### src/rtl/cmp_bubble_sorter.sv
// -----------------------------------------------------------------------------
// cmp_bubble_sorter
//
// Purpose
//   Collects a frame of up to DEPTH 4-bit keys from a valid/ready stream,
//   sorts it ascending in place with a stable bubble sort that uses a single
//   shared 4-bit comparator (one compare per clock), then streams the sorted
//   frame out over valid/ready.
//
// Ports
//   clk         in   1  rising-edge clock
//   reset       in   1  asynchronous, active-high reset
//   in_valid    in   1  input word valid
//   in_ready    out  1  sorter accepts the input word this cycle (LOAD only)
//   in_data     in   4  input word
//   in_last     in   1  final word of the frame (qualified by the handshake)
//   out_valid   out  1  sorted word valid (DRAIN only)
//   out_ready   in   1  consumer accepts out_data this cycle
//   out_data    out  4  sorted word
//   out_last    out  1  final sorted word of the frame
//   busy        out  1  high while sorting or draining
//   swap_count  out  8  swaps performed on the current frame, saturating at 255
//
// Parameters
//   DEPTH       maximum words per frame, 2..16
// -----------------------------------------------------------------------------

// Shared magnitude comparator: exactly one of the three outputs is high.
module cmp_comparator4 (
  input  logic [3:0] a_i,
  input  logic [3:0] b_i,
  output logic       greater_o,
  output logic       equal_o,
  output logic       less_o
);
  assign greater_o = (a_i > b_i);
  assign equal_o   = (a_i == b_i);
  assign less_o    = (a_i < b_i);
endmodule

module cmp_bubble_sorter #(
  parameter int DEPTH = 8
) (
  input  logic       clk,
  input  logic       reset,
  input  logic       in_valid,
  output logic       in_ready,
  input  logic [3:0] in_data,
  input  logic       in_last,
  output logic       out_valid,
  input  logic       out_ready,
  output logic [3:0] out_data,
  output logic       out_last,
  output logic       busy,
  output logic [7:0] swap_count
);

  // Word index width and frame-length width (length can equal DEPTH).
  localparam int AW = $clog2(DEPTH);
  localparam int CW = $clog2(DEPTH + 1);

  typedef enum logic [1:0] {
    S_IDLE  = 2'd0,
    S_LOAD  = 2'd1,
    S_SORT  = 2'd2,
    S_DRAIN = 2'd3
  } state_t;

  state_t          state_q, state_d;
  logic [AW-1:0]   wr_q, wr_d;          // next write slot during LOAD
  logic [CW-1:0]   n_q, n_d;            // words in the current frame
  logic [AW-1:0]   i_q, i_d;            // left index of the pair being compared
  logic [AW-1:0]   pass_q, pass_d;      // bubble pass number
  logic            swapped_q, swapped_d; // a swap happened earlier in this pass
  logic [AW-1:0]   rd_q, rd_d;          // next word to emit during DRAIN
  logic [7:0]      swap_count_q, swap_count_d;

  // Frame storage is deliberately not reset; it is always rewritten by LOAD
  // before it is read.
  logic [3:0]      mem_q [DEPTH];

  logic [AW-1:0]   i_plus1;
  logic [3:0]      cmp_a;
  logic [3:0]      cmp_b;
  logic            cmp_greater;
  logic            cmp_equal;
  logic            cmp_less;

  logic            load_hs;
  logic            frame_close;
  logic [CW-1:0]   n_close;
  logic            load_we;
  logic            swap_we;
  logic [CW-1:0]   last_i;
  logic            i_at_end;
  logic            pass_last;
  logic            pass_swapped;
  logic            out_hs;
  logic            drain_last;

  // ---------------------------------------------------------------------------
  // Comparator datapath: one pair per clock while sorting
  // ---------------------------------------------------------------------------
  assign i_plus1 = i_q + AW'(1);
  assign cmp_a   = mem_q[i_q];
  assign cmp_b   = mem_q[i_plus1];

  cmp_comparator4 u_cmp (
    .a_i       (cmp_a),
    .b_i       (cmp_b),
    .greater_o (cmp_greater),
    .equal_o   (cmp_equal),
    .less_o    (cmp_less)
  );

  // Only a strict Greater exchanges the pair; Equal and Less both keep the
  // current order, which is what makes the sort stable for duplicate keys.
  assign swap_we = (state_q == S_SORT) && cmp_greater && !(cmp_equal || cmp_less);

  // ---------------------------------------------------------------------------
  // Input side
  // ---------------------------------------------------------------------------
  assign in_ready    = (state_q == S_LOAD);
  assign load_hs     = (state_q == S_LOAD) && in_valid;
  assign load_we     = load_hs;
  // The DEPTH-th word closes the frame regardless of in_last.
  assign frame_close = load_hs && (in_last || (wr_q == AW'(DEPTH - 1)));
  assign n_close     = CW'(wr_q) + CW'(1);

  // ---------------------------------------------------------------------------
  // Sort bookkeeping. Pass p compares pairs i = 0 .. N-2-p, so each pass is
  // one compare shorter than the one before.
  // ---------------------------------------------------------------------------
  assign last_i       = n_q - CW'(2) - CW'(pass_q);
  assign i_at_end     = (CW'(i_q) == last_i);
  assign pass_last    = (CW'(pass_q) == (n_q - CW'(2)));
  assign pass_swapped = swapped_q || swap_we;

  // ---------------------------------------------------------------------------
  // Output side
  // ---------------------------------------------------------------------------
  assign out_valid  = (state_q == S_DRAIN);
  assign out_hs     = (state_q == S_DRAIN) && out_ready;
  assign drain_last = (CW'(rd_q) == (n_q - CW'(1)));
  assign out_last   = (state_q == S_DRAIN) && drain_last;
  // Gated so the port reads 0 outside DRAIN (including right after reset).
  assign out_data   = (state_q == S_DRAIN) ? mem_q[rd_q] : 4'h0;
  assign busy       = (state_q == S_SORT) || (state_q == S_DRAIN);
  assign swap_count = swap_count_q;

  // ---------------------------------------------------------------------------
  // Next-state logic
  // ---------------------------------------------------------------------------
  always_comb begin
    state_d      = state_q;
    wr_d         = wr_q;
    n_d          = n_q;
    i_d          = i_q;
    pass_d       = pass_q;
    swapped_d    = swapped_q;
    rd_d         = rd_q;
    swap_count_d = swap_count_q;

    unique case (state_q)
      S_IDLE: begin
        wr_d    = '0;
        state_d = S_LOAD;
      end

      S_LOAD: begin
        if (load_hs) begin
          // First word of a new frame: previous frame's count is retired.
          if (wr_q == '0) begin
            swap_count_d = 8'd0;
          end
          wr_d = wr_q + AW'(1);
          if (frame_close) begin
            n_d       = n_close;
            wr_d      = '0;
            i_d       = '0;
            pass_d    = '0;
            swapped_d = 1'b0;
            rd_d      = '0;
            // A single-word frame is already sorted.
            state_d   = (n_close >= CW'(2)) ? S_SORT : S_DRAIN;
          end
        end
      end

      S_SORT: begin
        if (swap_we && (swap_count_q != 8'hFF)) begin
          swap_count_d = swap_count_q + 8'd1;
        end
        if (i_at_end) begin
          // A clean pass means the frame is ordered; pass N-2 is the last
          // one that can still move anything.
          if (!pass_swapped || pass_last) begin
            state_d = S_DRAIN;
            rd_d    = '0;
          end else begin
            pass_d    = pass_q + AW'(1);
            i_d       = '0;
            swapped_d = 1'b0;
          end
        end else begin
          i_d       = i_q + AW'(1);
          swapped_d = pass_swapped;
        end
      end

      S_DRAIN: begin
        if (out_hs) begin
          if (drain_last) begin
            state_d = S_LOAD;
            wr_d    = '0;
          end else begin
            rd_d = rd_q + AW'(1);
          end
        end
      end

      default: begin
        state_d = S_IDLE;
      end
    endcase
  end

  // ---------------------------------------------------------------------------
  // Control registers
  // ---------------------------------------------------------------------------
  always_ff @(posedge clk or posedge reset) begin
    if (reset) begin
      state_q      <= S_IDLE;
      wr_q         <= '0;
      n_q          <= '0;
      i_q          <= '0;
      pass_q       <= '0;
      swapped_q    <= 1'b0;
      rd_q         <= '0;
      swap_count_q <= 8'd0;
    end else begin
      state_q      <= state_d;
      wr_q         <= wr_d;
      n_q          <= n_d;
      i_q          <= i_d;
      pass_q       <= pass_d;
      swapped_q    <= swapped_d;
      rd_q         <= rd_d;
      swap_count_q <= swap_count_d;
    end
  end

  // ---------------------------------------------------------------------------
  // Word storage. Writes are qualified by state, so an asserted reset (which
  // forces IDLE) blocks them without needing a reset on the array itself.
  // ---------------------------------------------------------------------------
  always_ff @(posedge clk) begin
    if (load_we) begin
      mem_q[wr_q] <= in_data;
    end
    if (swap_we) begin
      mem_q[i_q]     <= cmp_b;
      mem_q[i_plus1] <= cmp_a;
    end
  end

endmodule
### config.mk
export PLATFORM = sky130hd
export DESIGN_NAME = cmp_bubble_sorter
export DESIGN_NICKNAME = d
export VERILOG_FILES = /design/src/rtl/cmp_bubble_sorter.sv
export SDC_FILE = /design/constraint.sdc
export NUM_CORES = 1
export LEC_CHECK = 0
export CAP_MARGIN = 20
export CELL_PAD_IN_SITES_DETAIL_PLACEMENT = 0
export CELL_PAD_IN_SITES_GLOBAL_PLACEMENT = 1
export CORE_ASPECT_RATIO = 1.2
export CORE_MARGIN = 2
export CORE_UTILIZATION = 49
export DETAILED_ROUTE_END_ITERATION = 7
export PLACE_DENSITY_LB_ADDON = 0.3
export SLEW_MARGIN = 20
export SYNTH_ARGS = -nofsm -noshare
export SYNTH_HDL_FRONTEND = slang
export SYNTH_HIERARCHICAL = 1
export SYNTH_SLANG_ARGS = --single-unit
### constraint.sdc
create_clock -name clk -period 5.3 [get_ports clk]
set_clock_uncertainty 0.2 [all_clocks]
set_input_delay 0.795 -clock clk [delete_from_list [all_inputs] [get_ports clk]]
set_output_delay 0.795 -clock clk [all_outputs]
set_load 0.01 [all_outputs]
Yosys cells after proc, flatten, opt, wreduce, memory -nomap -nowiden
Memory sizes are Yosys's and may differ from the RTL's. Cells that the tools add are included.

Output and inout bits: 16. Bits of input ports: 9. Word-level logic and storage cells: 111. Memories: 1. Register bits: 27. Bits in writable memories: 32.

Memories: mem_q (words 8, width 4, read ports 3, clocked after memory_dff 0, write ports 2, RTL line 80) `logic [3:0] mem_q [DEPTH];`.

$lt $le $gt $ge: 3. Reduce and logical (&&, ||, !) cells: 27. Mux-type cells: 43. Add/subtract/negate cells: 9. Equality and inequality tests: 20.

Operators with widths (count): 2-to-1 mux 3 bit (15); 2-to-1 mux 8 bit (3); case mux 3 bit (3 select lines) (2); case mux 8 bit (2 select lines) (1); != test 2 x 1 -> 1 bit (second input constant) (7); adder 3 x 1 -> 3 bit (second input constant) (4); equality test 3 x 4 -> 1 bit (3); 2-to-1 mux 2 bit (6); case mux 3 bit (2 select lines) (2); AND reduction 4 bit (3); 2-to-1 mux 1 bit (10); adder 8 x 1 -> 8 bit (second input constant) (1); 2-to-1 mux 4 bit (2); != test 8 bit (second input constant) (1); case mux 2 bit (4 select lines) (1); logical AND 1 bit (7); AND reduction 7 bit (1); != test 2 bit (second input constant) (3); AND reduction 6 bit (1); nonzero test 3 bit (2); logical OR 1 bit (5); AND reduction 5 bit (1); adder 3 x 1 -> 4 bit (second input constant) (1); equality test 2 bit (second input constant) (2); 17 further kinds (18).

Longest topological paths before layout
Gate-level depths: netlist of run 1. An unclocked memory read counts as a cell.

Depth after elaboration: 12. Gate-level depth with buffers: 16. Depth with buffers taken out: 14.

Cells and area by module
Netlist of run 1, hierarchy kept.

By module, submodules not included: cmp_bubble_sorter (cells each 371, seq. area each 1636.6 µm², times used 1, area an instance 4196.5 µm²); cmp_comparator4 (cells each 16, seq. area each 0.0 µm², times used 1, area an instance 128.9 µm²).

Least setup slack after synthesis of run 1
OpenSTA, ideal clock, no wires.

Path kind: flip-flop to flip-flop. From: register i_q[0]. To: register state_q[1]. Arrival: 3983 ps. Cell stages (with the launch flop): 15. Setup time: 128 ps. Slack: 989 ps. Buffers on the path: 1. Cells stage by stage: dfrtp_1 > ha_1 > xor2_2 > mux4_2 > mux2_2 > inv_1 > ha_1 > a21oi_1 > and2_1 > and4bb_2 > buf_6 > o22a_1 > a211o_1 > a211oi_2 > mux2_1.

Word-level cells in the longest chain between the ends: 11. Elaborated cells on any way between the ends: 16. Those cells by class: add/sub (1); order compare (2); eq/ne (4); reduce/logical (8); memory (1).

Ends and longest elaborated chain: from (decl) (RTL line 72) `logic [AW-1:0] i_q, i_d;`; from (signal assigned) (RTL line 245) `i_q <= i_d;`; adder 3 x 1 -> 3 bit (RTL line 104) `assign i_plus1 = i_q + AW'(1);`; memory read (8 x 4 bit); via cmp_b[3] (RTL line 84) `logic [3:0] cmp_b;`; < comparator 4 bit (RTL line 38) `assign less_o = (a_i < b_i);`; via cmp_less (RTL line 87) `logic cmp_less;`; logical OR 1 bit (RTL line 118) `assign swap_we = (state_q == S_SORT) && cmp_greater && !(cmp_equal || cmp_less);`; logical NOT 1 bit (RTL line 118); logical AND 1 bit (RTL line 118); logical OR 1 bit (RTL line 137) `assign pass_swapped = swapped_q || swap_we;`; logical NOT 1 bit (RTL line 197) `if (!pass_swapped || pass_last) begin`; logical OR 1 bit (RTL line 197); != test 2 x 1 -> 1 bit (no line); AND reduction 6 bit (no line); to (signal assigned) (RTL line 242) `state_q <= state_d;`; to (decl) (RTL line 69) `state_t state_q, state_d;`.

The timed path passes the listed nets, and every way through them passes these cells. A chain may end at the register's enable or synchronous reset.

Worst setup path after layout of run 1
From: register i_q[1]. To: register state_q[1].

Same word-level chain as after synthesis.

==> run summary, run 1 <==
WL per Instance = 19.9 um
P&R area growth vs syn = 13.7%
setup bufs post-CTS = 0
Die H = 107 um
Layout fillers = 783
FF-to-FF path depth = 14
RSZ-0062 raised after global routing = false
Max-Cap Viols = 0
post-synthesis adder-cell area fraction = 7.12%
worst-path fanout max = 16
Setup WS post-layout = 0.751 ns
Top FF cell, synth = edfxtp_1
main combinational cell family by area after synthesis = multiplexers
fin crit period = 4.55 ns
Row Count = 37
GRT Total Usage = 23.7%
number of enable flip-flop cells after synthesis = 32
post-cts resize count = 0
syn_area_per_cell = 11.2 um2
Post-synth top cells = 43 x mux2i_1, 40 x nand2_1, 32 x edfxtp_1
RePlAce Congestion = 0.955
DRC violations left = 0
drt via density = 5.98
Syn Nets = 420
Root Buffer = clkbuf_8
I/O pin cnt = 25
Initial Util = 50.5%
hpwl dp = 8.14 mm
fraction of layout cells with a size suffix above 1 = 15.6%
CTS Hold Bufs = 0
async set-or-reset flop fraction in the synthesized netlist = 45.8%
setup total negative slack = 0 ns
status = finished, final reports clean
xor/xnor cell area share of the yosys netlist = 2.86%
Hold Crit Depth = 1
initial antenna violation count = 0
Port Buf Inserts = 24
number of distinct library cells after synthesis = 63
1st-iter DRT viols = 133
die footprint = 9600 um2
compound-gate portion of the synthesized area = 11.9%
upper clock frequency limit = 220 MHz
worst hold path class = reg2reg
clk slew on worst S/H paths = 0.07 ns
global-route wire length before repair = 17.4 mm
Leakage = 2.08 nW
cts bufs inserted = 9
cell count after synthesis = 387
worst-margin pin slew = 0.851 ns
fin crit share = 85.8%
deepest clock path buffer count = 2
Synth area leader = edfxtp_1
worst hold margin = 0.338 ns
clk_lat worst skew = 0.35 ns
pre-CTS setup slack = 0.770 ns
PD cells = 540 nW/um2
H-tree levels = 3
Worst slew margin = 43.3%
GR Overflow Total = 0
Synth Register Bits = 59
Worst EP arrival = 4.58 ns
vias in the first global route = 3274
Final Power = 0.00266 W
final net count = 452
core footprint = 8560 um2
# clock sinks = 59
final count of pins violating max slew = 0
CP Capture Type = flip-flop
startpoint type of the worst setup path = flip-flop
largest cells by area after synthesis = edfxtp_1 22%, dfrtp_1 16%, mux4_2 12%
Cell Area, Synth = 4330 um2
Seq/Total Area, Yosys = 37.8%
Final Util = 57.4%
DR vias = 3236
total wire length = 10.7 mm
Yosys top cell area share = 22.2%
drt pass-1 iters = 4
Post-Synth Simple-Gate Area = 11.7%
DRT antenna net count = 0
Worst Path Required = 5.33 ns
pin count of the biggest net entering global routing = 28
CTS tree = built
ant diodes = 0
most numerous cell in the Yosys netlist = mux2i_1
multiplexer share of the synthesized area = 24.0%
Hold Fails Final Rpt = 0
Die Width = 89.8 um
Setup-failing EPs final = 0
Setup Crit Path Kind = reg2reg
worst vdd rail ir drop = 0.000297 V
YS warnings = 6
sequential cells by signal, indices dropped and copies added (netlist names):
signal and cells:
mem_q 32, swap_count 8, n_q 4, i_q 3, pass_q 3, rd_q 3, wr_q 3, state_q 2
swapped_q 1
report_power, final:
group	internal, W	total, W	leakage [nW]	switching (W)
Clock	0.000216	0.000401	0.0971	0.000185
Combinational	0.000721	0.00156	1.33	0.000842
Sequential	0.000591	0.000693	0.654	0.000102
cell families after synthesis:
kind of cell               count (synthesis)
and+or+nand+nor                          101
adders and majority gates                 24
muxes                                     72
DFF                                       59
buffers and inverters                     47
AOI/OAI and AO/OA                         74
xor gates and xnor gates                  10
placed cells by master, fill, tap and decap left out, drive strengths merged, types with 5 or more instances in the layout:
master	Yosys	routed
mux2i	44	44
nand2	40	40
edfxtp	32	32
inv	29	29
dfrtp	27	27
mux4	24	24
clkdlybuf4s50	0	24
ha	23	23
o21ai	20	20
nand3	18	18
buf	6	15
a21oi	14	14
clkbuf	12	11
nor3	10	10
nor2	8	8
xor2	7	7
and2	5	5
a31oi	5	5
per-layer routing:
metal	global-route usage, %	wire, um	share of wire, %	vias up
met5	0	0	0	-
met3	4.15	549	5.1	24
met2	42.0	5630	52	87
met4	10.7	349	3.2	0
li1	-	-	-	1525
met1	28.5	4220	39	1600
stage by stage:
stage                     instances  area [um2]
after global routing            541        4920
after floorplan                 387        4330
after detailed placement        525        4730
final                           541        4920
after CTS                       541        4920
after global placement          525        4730
critical path: stages (launching register included):
cell and delay, ns:
dfrtp_1 0.38, ha_1 0.73, mux4_2 0.58, nand2_1 0.12, nand2_1 0.08, inv_1 0.06
ha_1 0.23, nor2b_4 0.14, o21bai_4 0.11, and2_1 0.15, and4bb_2 0.31, o22a_1 0.32
a211o_1 0.36, a211oi_2 0.29, mux2_1 0.34
layout make-up:
type / instances / area [um2] / area share, %
well taps: 117 / 146 / 2.98
repair buffers: 39 / 353 / 7.17
clock buffers: 11 / 131 / 2.67
clock inverters: 5 / 53.8 / 1.09
multi-input cells: 281 / 2490 / 50.6
flip-flops and latches: 59 / 1640 / 33.3
inverters: 29 / 109 / 2.21
final timing paths:
check	endpoint	startpoint	slack [ns]
max in group asynchronous	swap_count[4]	reset	3.85
min in group asynchronous	pass_q[0]	reset	0.64
max reg2reg	state_q[1]	i_q[1]	0.75
min reg2reg	swap_count[5]	swap_count[5]	0.34
max	state_q[1]	i_q[1]	0.75
min	swap_count[5]	swap_count[5]	0.34
Note: power is estimated with default switching activity, not from simulation.
==> inputs of run 2 (changes only) <==
--- a/config.mk
+++ b/config.mk
@@ -13,6 +13,7 @@
 export CORE_UTILIZATION = 49
 export DETAILED_ROUTE_END_ITERATION = 7
 export PLACE_DENSITY_LB_ADDON = 0.3
+export SKIP_CTS_REPAIR_TIMING = 1
 export SLEW_MARGIN = 20
 export SYNTH_ARGS = -nofsm -noshare
 export SYNTH_HDL_FRONTEND = slang
==> results of run 2 <==
Final layout, timing and power as in run 1 (identical DEF).
